--- src/rtl/ps2_ascii_keyboard_if.sv ---
// PS/2 keyboard-side pins plus the character/error strobes towards the terminal.
// The keyboard block is the slave: it consumes the PS/2 pins and drives the strobes.
interface ps2_ascii_keyboard_if;
    logic       ps2_clk;
    logic       ps2_data;
    logic       add_char;
    logic [6:0] char_value;
    logic       frame_error;

    modport master (
        output ps2_clk,
        output ps2_data,
        input  add_char,
        input  char_value,
        input  frame_error
    );

    modport slave (
        input  ps2_clk,
        input  ps2_data,
        output add_char,
        output char_value,
        output frame_error
    );
endinterface

--- src/rtl/ps2_ascii_keyboard.sv ---
// PS/2 keyboard receiver (scan code set 2) with make/break, extended, shift and
// caps-lock tracking; emits one-cycle ASCII strobes and frame error strobes.
module ps2_ascii_keyboard #(
    parameter int unsigned TIMEOUT_BITS   = 13,
    parameter int unsigned TIMEOUT_CYCLES = 5000
) (
    input  logic                 clk,
    input  logic                 reset,
    ps2_ascii_keyboard_if.slave  kbd
);

    typedef enum logic [1:0] {
        ST_IDLE,
        ST_DATA,
        ST_PARITY,
        ST_STOP
    } state_t;

    localparam logic [TIMEOUT_BITS-1:0] TO_LIMIT = TIMEOUT_BITS'(TIMEOUT_CYCLES - 1);

    // {hit, alpha, lower/unshifted, upper/shifted}
    function automatic logic [15:0] ent(input logic alpha, input logic [7:0] lo,
                                        input logic [7:0] hi);
        return {1'b1, alpha, lo[6:0], hi[6:0]};
    endfunction

    function automatic logic [15:0] key_lookup(input logic [7:0] code);
        logic [15:0] r;
        r = '0;
        case (code)
            8'h1C: r = ent(1'b1, "a", "A");
            8'h32: r = ent(1'b1, "b", "B");
            8'h21: r = ent(1'b1, "c", "C");
            8'h23: r = ent(1'b1, "d", "D");
            8'h24: r = ent(1'b1, "e", "E");
            8'h2B: r = ent(1'b1, "f", "F");
            8'h34: r = ent(1'b1, "g", "G");
            8'h33: r = ent(1'b1, "h", "H");
            8'h43: r = ent(1'b1, "i", "I");
            8'h3B: r = ent(1'b1, "j", "J");
            8'h42: r = ent(1'b1, "k", "K");
            8'h4B: r = ent(1'b1, "l", "L");
            8'h3A: r = ent(1'b1, "m", "M");
            8'h31: r = ent(1'b1, "n", "N");
            8'h44: r = ent(1'b1, "o", "O");
            8'h4D: r = ent(1'b1, "p", "P");
            8'h15: r = ent(1'b1, "q", "Q");
            8'h2D: r = ent(1'b1, "r", "R");
            8'h1B: r = ent(1'b1, "s", "S");
            8'h2C: r = ent(1'b1, "t", "T");
            8'h3C: r = ent(1'b1, "u", "U");
            8'h2A: r = ent(1'b1, "v", "V");
            8'h1D: r = ent(1'b1, "w", "W");
            8'h22: r = ent(1'b1, "x", "X");
            8'h35: r = ent(1'b1, "y", "Y");
            8'h1A: r = ent(1'b1, "z", "Z");
            8'h45: r = ent(1'b0, "0", ")");
            8'h16: r = ent(1'b0, "1", "!");
            8'h1E: r = ent(1'b0, "2", "@");
            8'h26: r = ent(1'b0, "3", "#");
            8'h25: r = ent(1'b0, "4", "$");
            8'h2E: r = ent(1'b0, "5", "%");
            8'h36: r = ent(1'b0, "6", "^");
            8'h3D: r = ent(1'b0, "7", "&");
            8'h3E: r = ent(1'b0, "8", "*");
            8'h46: r = ent(1'b0, "9", "(");
            8'h0E: r = ent(1'b0, 8'h60, "~");
            8'h4E: r = ent(1'b0, "-", "_");
            8'h55: r = ent(1'b0, "=", "+");
            8'h54: r = ent(1'b0, "[", "{");
            8'h5B: r = ent(1'b0, "]", "}");
            8'h5D: r = ent(1'b0, "\\", "|");
            8'h4C: r = ent(1'b0, ";", ":");
            8'h52: r = ent(1'b0, "'", "\"");
            8'h41: r = ent(1'b0, ",", "<");
            8'h49: r = ent(1'b0, ".", ">");
            8'h4A: r = ent(1'b0, "/", "?");
            8'h29: r = ent(1'b0, 8'h20, 8'h20);
            8'h5A: r = ent(1'b0, 8'h0A, 8'h0A);
            8'h66: r = ent(1'b0, 8'h08, 8'h08);
            default: r = '0;
        endcase
        return r;
    endfunction

    // Synchroniser stages reset to the idle-high line level so reset release
    // never looks like a falling edge.
    logic ps2_clk_s1_q, ps2_clk_s2_q, ps2_clk_prev_q;
    logic ps2_data_s1_q, ps2_data_s2_q;

    state_t                  state_q, state_d;
    logic [2:0]              bit_cnt_q, bit_cnt_d;
    logic [7:0]              shift_reg_q, shift_reg_d;
    logic                    parity_q, parity_d;
    logic [TIMEOUT_BITS-1:0] timeout_q, timeout_d;
    logic                    brk_q, brk_d;
    logic                    ext_q, ext_d;
    logic                    shift_l_q, shift_l_d;
    logic                    shift_r_q, shift_r_d;
    logic                    caps_q, caps_d;
    logic                    add_char_q, add_char_d;
    logic [6:0]              char_value_q, char_value_d;
    logic                    frame_error_q, frame_error_d;

    logic        fall;
    logic        din;
    logic        byte_ok;
    logic        err;
    logic        emit;
    logic [6:0]  emit_val;
    logic [15:0] lk;
    logic        shift;

    always_ff @(posedge clk or negedge reset) begin
        if (!reset) begin
            ps2_clk_s1_q   <= 1'b1;
            ps2_clk_s2_q   <= 1'b1;
            ps2_clk_prev_q <= 1'b1;
            ps2_data_s1_q  <= 1'b1;
            ps2_data_s2_q  <= 1'b1;
        end else begin
            ps2_clk_s1_q   <= kbd.ps2_clk;
            ps2_clk_s2_q   <= ps2_clk_s1_q;
            ps2_clk_prev_q <= ps2_clk_s2_q;
            ps2_data_s1_q  <= kbd.ps2_data;
            ps2_data_s2_q  <= ps2_data_s1_q;
        end
    end

    always_comb begin
        fall  = ps2_clk_prev_q & ~ps2_clk_s2_q;
        din   = ps2_data_s2_q;
        shift = shift_l_q | shift_r_q;
        lk    = key_lookup(shift_reg_q);

        state_d       = state_q;
        bit_cnt_d     = bit_cnt_q;
        shift_reg_d   = shift_reg_q;
        parity_d      = parity_q;
        timeout_d     = timeout_q;
        brk_d         = brk_q;
        ext_d         = ext_q;
        shift_l_d     = shift_l_q;
        shift_r_d     = shift_r_q;
        caps_d        = caps_q;
        char_value_d  = char_value_q;
        byte_ok       = 1'b0;
        err           = 1'b0;
        emit          = 1'b0;
        emit_val      = '0;

        case (state_q)
            ST_IDLE: begin
                if (fall) begin
                    if (!din) begin
                        state_d   = ST_DATA;
                        bit_cnt_d = '0;
                    end else begin
                        err = 1'b1;
                    end
                end
            end
            ST_DATA: begin
                if (fall) begin
                    shift_reg_d = {din, shift_reg_q[7:1]};
                    bit_cnt_d   = bit_cnt_q + 3'd1;
                    if (bit_cnt_q == 3'd7) state_d = ST_PARITY;
                end
            end
            ST_PARITY: begin
                if (fall) begin
                    parity_d = din;
                    state_d  = ST_STOP;
                end
            end
            ST_STOP: begin
                if (fall) begin
                    state_d = ST_IDLE;
                    if (din && (^{shift_reg_q, parity_q})) byte_ok = 1'b1;
                    else                                   err     = 1'b1;
                end
            end
            default: state_d = ST_IDLE;
        endcase

        // Frame transitions only happen on an edge, so the timeout branch never
        // competes with them.
        if (state_q == ST_IDLE) begin
            timeout_d = '0;
        end else if (fall) begin
            timeout_d = '0;
        end else if (timeout_q == TO_LIMIT) begin
            timeout_d = '0;
            state_d   = ST_IDLE;
            err       = 1'b1;
        end else begin
            timeout_d = timeout_q + 1'b1;
        end

        if (byte_ok) begin
            if (shift_reg_q == 8'hE0) begin
                ext_d = 1'b1;
            end else if (shift_reg_q == 8'hF0) begin
                brk_d = 1'b1;
            end else begin
                brk_d = 1'b0;
                ext_d = 1'b0;
                if (ext_q) begin
                    if (!brk_q && shift_reg_q == 8'h5A) begin
                        emit     = 1'b1;
                        emit_val = 7'h0A;
                    end else if (!brk_q && shift_reg_q == 8'h4A) begin
                        emit     = 1'b1;
                        emit_val = 7'h2F;
                    end
                end else begin
                    case (shift_reg_q)
                        8'h12: shift_l_d = ~brk_q;
                        8'h59: shift_r_d = ~brk_q;
                        8'h58: if (!brk_q) caps_d = ~caps_q;
                        default: begin
                            if (!brk_q && lk[15]) begin
                                emit = 1'b1;
                                if (lk[14]) emit_val = (shift ^ caps_q) ? lk[6:0] : lk[13:7];
                                else        emit_val = shift ? lk[6:0] : lk[13:7];
                            end
                        end
                    endcase
                end
            end
        end

        if (err) begin
            brk_d = 1'b0;
            ext_d = 1'b0;
        end

        add_char_d    = emit;
        frame_error_d = err;
        if (emit) char_value_d = emit_val;
    end

    always_ff @(posedge clk or negedge reset) begin
        if (!reset) begin
            state_q       <= ST_IDLE;
            bit_cnt_q     <= '0;
            shift_reg_q   <= '0;
            parity_q      <= 1'b0;
            timeout_q     <= '0;
            brk_q         <= 1'b0;
            ext_q         <= 1'b0;
            shift_l_q     <= 1'b0;
            shift_r_q     <= 1'b0;
            caps_q        <= 1'b0;
            add_char_q    <= 1'b0;
            char_value_q  <= '0;
            frame_error_q <= 1'b0;
        end else begin
            state_q       <= state_d;
            bit_cnt_q     <= bit_cnt_d;
            shift_reg_q   <= shift_reg_d;
            parity_q      <= parity_d;
            timeout_q     <= timeout_d;
            brk_q         <= brk_d;
            ext_q         <= ext_d;
            shift_l_q     <= shift_l_d;
            shift_r_q     <= shift_r_d;
            caps_q        <= caps_d;
            add_char_q    <= add_char_d;
            char_value_q  <= char_value_d;
            frame_error_q <= frame_error_d;
        end
    end

    assign kbd.add_char    = add_char_q;
    assign kbd.char_value  = char_value_q;
    assign kbd.frame_error = frame_error_q;

endmodule

--- src/flat_wrapper.sv ---
// flat-port wrapper written by rule: the top's interface ports become plain ports
module ps2_ascii_keyboard_flat 
#(
    parameter int unsigned TIMEOUT_BITS   = 13,
    parameter int unsigned TIMEOUT_CYCLES = 5000
)
  (clk, reset, kbd_ps2_clk, kbd_ps2_data, kbd_add_char, kbd_char_value, kbd_frame_error);
  ps2_ascii_keyboard_if kbd_i ();
  input  logic clk;
  input  logic reset;
  input wire logic [$bits(kbd_i.ps2_clk)-1:0] kbd_ps2_clk;
  input wire logic [$bits(kbd_i.ps2_data)-1:0] kbd_ps2_data;
  output wire logic [$bits(kbd_i.add_char)-1:0] kbd_add_char;
  output wire logic [$bits(kbd_i.char_value)-1:0] kbd_char_value;
  output wire logic [$bits(kbd_i.frame_error)-1:0] kbd_frame_error;
  assign kbd_i.ps2_clk = kbd_ps2_clk;
  assign kbd_i.ps2_data = kbd_ps2_data;
  assign kbd_add_char = kbd_i.add_char;
  assign kbd_char_value = kbd_i.char_value;
  assign kbd_frame_error = kbd_i.frame_error;
  ps2_ascii_keyboard #(.TIMEOUT_BITS(TIMEOUT_BITS), .TIMEOUT_CYCLES(TIMEOUT_CYCLES)) u_core (.clk(clk), .reset(reset), .kbd(kbd_i));
endmodule
--- config.mk ---
export PLATFORM = sky130hd
export DESIGN_NAME = ps2_ascii_keyboard_flat
export DESIGN_NICKNAME = d
export VERILOG_FILES = /design/src/rtl/ps2_ascii_keyboard_if.sv /design/src/rtl/ps2_ascii_keyboard.sv /design/src/flat_wrapper.sv
export SDC_FILE = /design/constraint.sdc
export NUM_CORES = 1
export LEC_CHECK = 0
export CAP_MARGIN = 20
export CORE_UTILIZATION = 60
export CTS_CLUSTER_DIAMETER = 40
export DETAILED_ROUTE_END_ITERATION = 8
export MAX_ROUTING_LAYER = met4
export PLACE_DENSITY = 0.86
export SYNTH_ARGS = -nofsm -noshare
export SYNTH_HDL_FRONTEND = slang
export SYNTH_SLANG_ARGS = --single-unit
--- constraint.sdc ---
create_clock -name clk -period 3 [get_ports clk]
set_input_delay 0.6 -clock clk [delete_from_list [all_inputs] [get_ports clk]]
set_output_delay 0.6 -clock clk [all_outputs]
set_load 0.01 [all_outputs]
== Word level (Yosys, flattened, before mapping) ==
Memories as Yosys holds them, arrays and structs flattened.
Cells that the tools add are included.

* Bits in read-only memories: 2048
* Output and inout port bits: 9
* Flip-flop bits (word level): 46
* Bits of input ports: 4
* Memories: 1

* Mux-type cells: 56
* Reduce and logical (&&, ||, !) cells: 18
* Add/sub/neg operators: 2
* Bitwise operators: 9
* Eq/ne operators: 17

{| class="wikitable"
|+ Memory list
! memory !! words !! width !! read ports !! clocked after memory_dff !! wr ports !! line !! text
|-
| (no name shown) || 128 || 16 || 1 || 0 || 0 || ps2_ascii_keyboard.sv:30 || <nowiki>case (code)</nowiki>
|}

{| class="wikitable"
|+ Operator list
! kind !! count
|-
| 7-bit two-way mux || 10
|-
| 13-bit two-way mux || 3
|-
| 8-bit by 7-bit equality test with 1-bit output, second input constant || 4
|-
| 1-bit two-way mux || 26
|-
| 2-bit two-way mux || 9
|-
| 8-bit equality test, second input constant || 2
|-
| 16-bit two-way mux || 1
|-
| 13-bit by 1-bit adder with 13-bit output, second input constant || 1
|-
| 13-bit equality test, second input constant || 1
|-
| 5-bit AND reduction || 2
|-
| 3-bit two-way mux || 3
|-
| 9-bit XOR reduction || 1
|-
| 8-bit by 5-bit equality test with 1-bit output, second input constant || 1
|-
| 2-bit one-hot mux with 4 select lines || 1
|-
| 2-bit AND reduction || 4
|-
| 6-bit two-way mux || 1
|-
| 2-bit by 1-bit inequality test with 1-bit output, second input constant || 3
|-
| 1-bit inverter || 6
|-
| 3-bit one-hot mux with 2 select lines || 1
|-
| 6-bit AND reduction || 1
|-
| 2-bit equality test, second input constant || 2
|-
| 1-bit logical AND || 4
|-
| 4-bit AND reduction || 1
|-
| 2-bit nonzero test || 2
|-
| other kinds (12) || 12
|}

== Depth between registers and ports, before layout ==
* Word-level depth: 10
* Depth in mapped cells: 11
* Depth with buffers taken out: 10

== Least setup slack after synthesis ==
No wires, ideal clock.

* Path kind: register -> register
* From: register u_core.shift_reg_q[0]
* To: register u_core.char_value_q[5] (netlist: u_core.kbd.char_value[5])
* Stages on the path, launching flop included: 12
* Path buffers: 1
* Data required time: 2901 ps
* Library setup time: 99 ps
* Setup slack: 321 ps
* Period minus slack after synthesis: 2679 ps
* Arrival: 2579 ps
* Path through: dfrtp_1 inv_1 ha_1 clkbuf_1 a21o_1 a2111oi_1 nor3_2 o311ai_2 a211o_2 clkinv_2 and3_1 a311oi_1

* Elaborated cells between the ends (all ways): 37
* Those cells by class: eq/ne (7); mux (23); reduce/logical (6); memory (1)

{| class="wikitable"
|+ RTL lines
! what !! line !! text
|-
| from (decl) || ps2_ascii_keyboard.sv:93 || <nowiki>logic [7:0] shift_reg_q, shift_reg_d;</nowiki>
|-
| from (signal assigned) || ps2_ascii_keyboard.sv:261 || <nowiki>shift_reg_q <= shift_reg_d;</nowiki>
|-
| memory 128 x 16 bit || n/a ||
|-
| 16-bit two-way mux || ps2_ascii_keyboard.sv:30 ||
|-
| 1-bit logical AND || ps2_ascii_keyboard.sv:222 || <nowiki>if (!brk_q && lk[15]) begin</nowiki>
|-
| 1-bit two-way mux || ps2_ascii_keyboard.sv:222 ||
|-
| 1-bit two-way mux || ps2_ascii_keyboard.sv:217 || <nowiki>case (shift_reg_q)</nowiki>
|-
| 1-bit two-way mux || ps2_ascii_keyboard.sv:208 || <nowiki>if (ext_q) begin</nowiki>
|-
| 1-bit two-way mux || ps2_ascii_keyboard.sv:203 || <nowiki>end else if (shift_reg_q == 8'hF0) begin</nowiki>
|-
| 1-bit two-way mux || ps2_ascii_keyboard.sv:201 || <nowiki>if (shift_reg_q == 8'hE0) begin</nowiki>
|-
| 1-bit two-way mux * || ps2_ascii_keyboard.sv:200 || <nowiki>if (byte_ok) begin</nowiki>
|-
| net u_core.add_char_d || ps2_ascii_keyboard.sv:101 || <nowiki>logic add_char_q, add_char_d;</nowiki>
|-
| to (signal assigned) || ps2_ascii_keyboard.sv:270 || <nowiki>char_value_q <= char_value_d;</nowiki>
|-
| to (decl) || ps2_ascii_keyboard.sv:102 || <nowiki>logic [6:0] char_value_q, char_value_d;</nowiki>
|}

Mark *: on every way through the listed nets, which the timed path passes. The rest lies on a longest branch.
A chain may end at the register's enable or synchronous reset.

== Final worst setup path ==
* From: register u_core.shift_reg_q[1]
* To: register u_core.char_value_q[0] (netlist: u_core.kbd.char_value[0])

* Word-level cells in the longest chain between the ends: 10
* Elaborated cells between the ends (all ways): 37
* Those cells by class: eq/ne (7); mux (23); reduce/logical (6); memory (1)

{| class="wikitable"
|+ Ends and longest elaborated chain
! what !! line !! text
|-
| memory 128 x 16 bit || n/a ||
|-
| 16-bit two-way mux || ps2_ascii_keyboard.sv:30 ||
|-
| 7-bit two-way mux, on equally long branches || ps2_ascii_keyboard.sv:225, ps2_ascii_keyboard.sv:224 ||
|-
| 7-bit two-way mux || ps2_ascii_keyboard.sv:224 || <nowiki>if (lk[14]) emit_val = (shift ^ caps_q) ? lk[6:0] : lk[13:7];</nowiki>
|-
| 7-bit two-way mux || ps2_ascii_keyboard.sv:222 ||
|-
| 7-bit two-way mux || ps2_ascii_keyboard.sv:217 ||
|-
| 7-bit two-way mux || ps2_ascii_keyboard.sv:208 ||
|-
| 7-bit two-way mux || ps2_ascii_keyboard.sv:203 ||
|-
| 7-bit two-way mux || ps2_ascii_keyboard.sv:201 ||
|-
| 7-bit two-way mux || ps2_ascii_keyboard.sv:200 ||
|}

Parallel ways exist; a longest one is shown, timed or not.

==> qor.yml <==
status: "finished clean"
holdCritPathClass: "in -> async"
rsz0062_at_grt: "no"
max_slew_margin: 0.490
post_dp_cell_area_um2: 4200
synthCells: 488
r2r_cells: 9
vias: 3927
syn-mean-instance-area_um2: 8.14
cts_tree: "done"
fp.dieH_um: 83.3
grt_use_total: 0.351
clk_pin_slew_ps: 90
ys_warn_count: 0
syn_to_final_growth_pct: 8.95
ir_worst_vdd_mv: 0.584
fin_crit_ps: 2880
drive_gt1_frac: 0.151
place_hpwl_um: 8560
diodes: 0
grt_first_pass_wirelength_um: 18800
synth_edf_count: 0
clock-sinks: 46
worstPathArrival_ps: 3110
dr.pass1.iters: 8
syn_area_um2: 3970
die_x_um: 83.3
yosysTopAreaCell: "dfrtp_1"
setup_slack_ps: 123
synth-seq-cells: 46
syn_nets: 507
drt-total-wl_um: 11700
skew_ps: 11.5
synth_top_area_frac: 0.258
async_flop_share: 1.00
wl_per_cell_um: 20.3
antenna_found_initial: 0
ys_seq_area_frac: 0.292
design_area_um2: 4330
fin_crit_sh: 0.959
drc_errors: 0
finalSetupViolCount: 0
global_route.overflow_total: 0
hold_buffers: 0
r2r_slack_ps: 120
fin_nets: 516
end_kind: "flip-flop"
die-area_um2: 6950
power_leakage_nw: 1.72
cts_root_buffer: "clkbuf_8"
placement.io_buffers: 12
fillerInstances: 492
tightest_slew_ps: 746
clockBufferDepth: 2
worst-setup-path-type: "reg -> reg"
p_total_w: 0.00245
rows: 29
powerDensity_nw_per_um2: 566
h-tree-depth: 2
viasPerCell: 6.83
synth_most_common_cell: "nor2_1"
post_cts_buffers: 0
io_pins: 13
finalHoldViolations: 0
utilization: 0.677
synthTopCellsByCount: "59 x nor2_1, 46 x nand2_1, 41 x dfrtp_1"
finalMaxSlewViolations: 0
grt_pass1_vias: 3670
worstSkewPairLatency_ps: 310
cts_buffers: 5
initial_core_util: 0.622
yosysUniqueCellTypes: 81
startpoint_type: "flip-flop"
finalSetupTns_ps: 0
drtAntennaViolNets: 0
gp_congestion: 1.01
crit_fanout: 8
core_um2: 6390
pre_cts_ws_ps: 153
crit_required_ps: 3230
synth_ff_type: "dfrtp_1"
synth.area.top_cells: "dfrtp_1 26%, nor2_1 5.6%, ha_1 4.7%, a21oi_1 4.7%, nand2_1 4.3%"
drt_iter0_markers: 563
clock.fmax_mhz: 348
maxCapViolCount: 0
grt_max_degree: 47
==> per-stage QoR <==
step / cells / hold WS [ps]
final: 575 / 94.0
after global routing: 575 / 93.9
after CTS: 574 / 362
after detailed placement: 566 / 349
after global placement: 566 / 346
after floorplan: 488 / 304
==> power by group <==
part	leakage (nW)	switching, W	internal [W]
clock network	0.0506	0.000242	0.000175
logic	1.06	0.000660	0.000487
registers	0.605	0.000155	0.000730
==> metal layers <==
layer | GRT usage | part of all wire
met1 | 0.461 | 0.41
met2 | 0.557 | 0.47
met3 | 0.0437 | 0.075
met4 | 0.136 | 0.046
met5 | - | 0
==> layout by cell type, fill, tap and decap left out, types with 6 or more instances in the layout <==
| master | count |
|---|---|
| nor2_1 | 59 |
| nand2_1 | 46 |
| dfrtp_1 | 41 |
| a21oi_1 | 37 |
| o21ai_0 | 32 |
| buf_4 | 25 |
| nand3_1 | 19 |
| ha_1 | 13 |
| clkdlybuf4s50_1 | 11 |
| nor2b_1 | 10 |
| inv_1 | 9 |
| nand2b_1 | 9 |
| xnor2_1 | 9 |
| nor3_1 | 8 |
| xor2_1 | 8 |
| mux2_2 | 7 |
| and3_1 | 6 |
| nand4_1 | 6 |
| o31ai_1 | 6 |
| o22ai_1 | 6 |
==> flip-flops by register name, summed over array words and instances (netlist names) <==
signal,cells
u_core.shift_reg_q,8
u_core.ps2_clk_prev_q,1
u_core.brk_q,1
u_core.ps2_clk_s1_q,1
u_core.caps_q,1
u_core.parity_q,1
u_core.ps2_clk_s2_q,1
u_core.kbd.frame_error,1
u_core.kbd.char_value,7
u_core.state_q,2
u_core.kbd.add_char,1
u_core.bit_cnt_q,3
u_core.timeout_q,13
u_core.ps2_data_s1_q,1
u_core.shift_r_q,1
u_core.shift_l_q,1
u_core.din,1
u_core.ext_q,1
==> layout make-up <==
| type | count | area [um^2] | area share |
|---|---|---|---|
| clock buffers | 5 | 68.8 | 0.0159 |
| flip-flops and latches | 46 | 1160 | 0.268 |
| repair buffers | 38 | 323 | 0.0746 |
| inverters | 11 | 42.5 | 0.00984 |
| multi-input cells | 395 | 2610 | 0.603 |
| clock inverters | 3 | 28.8 | 0.00665 |
| well taps | 77 | 96.3 | 0.0223 |
==> worst max-delay path, stage by stage, from the launching register on <==
cell,delay (ps)
dfrtp_1,380
inv_1,220
ha_1,420
mux2_2,260
nor2_1,60
or4b_4,580
and3_4,230
nor2_8,160
mux2_4,320
o22ai_1,160
==> final timing paths <==
kind                                        from                       end
max                        u_core.shift_reg_q[1]  u_core.kbd.char_value[0]
max in group asynchronous                  reset      u_core.ps2_data_s1_q
min in group clk            u_core.ps2_data_s1_q                u_core.din
max reg2reg                u_core.shift_reg_q[1]  u_core.kbd.char_value[0]
min                                        reset  u_core.kbd.char_value[1]
min reg2reg                 u_core.ps2_data_s1_q                u_core.din
==> cell families after synthesis <==
group	Yosys count	share of synthesized area
compound gates	141	0.239
flops	46	0.292
buf+inv	47	0.0539
fa+ha+maj	15	0.0473
mux	16	0.0514
xor+xnor	20	0.0498
simple gates	203	0.267
==> what timing repair did <==
item	4_1_cts	5_1_grt
endpoints found under the hold margin	0	0
setup endpoints to repair	0	2
resized for setup	0	3
(Power assumes the default switching activity.)
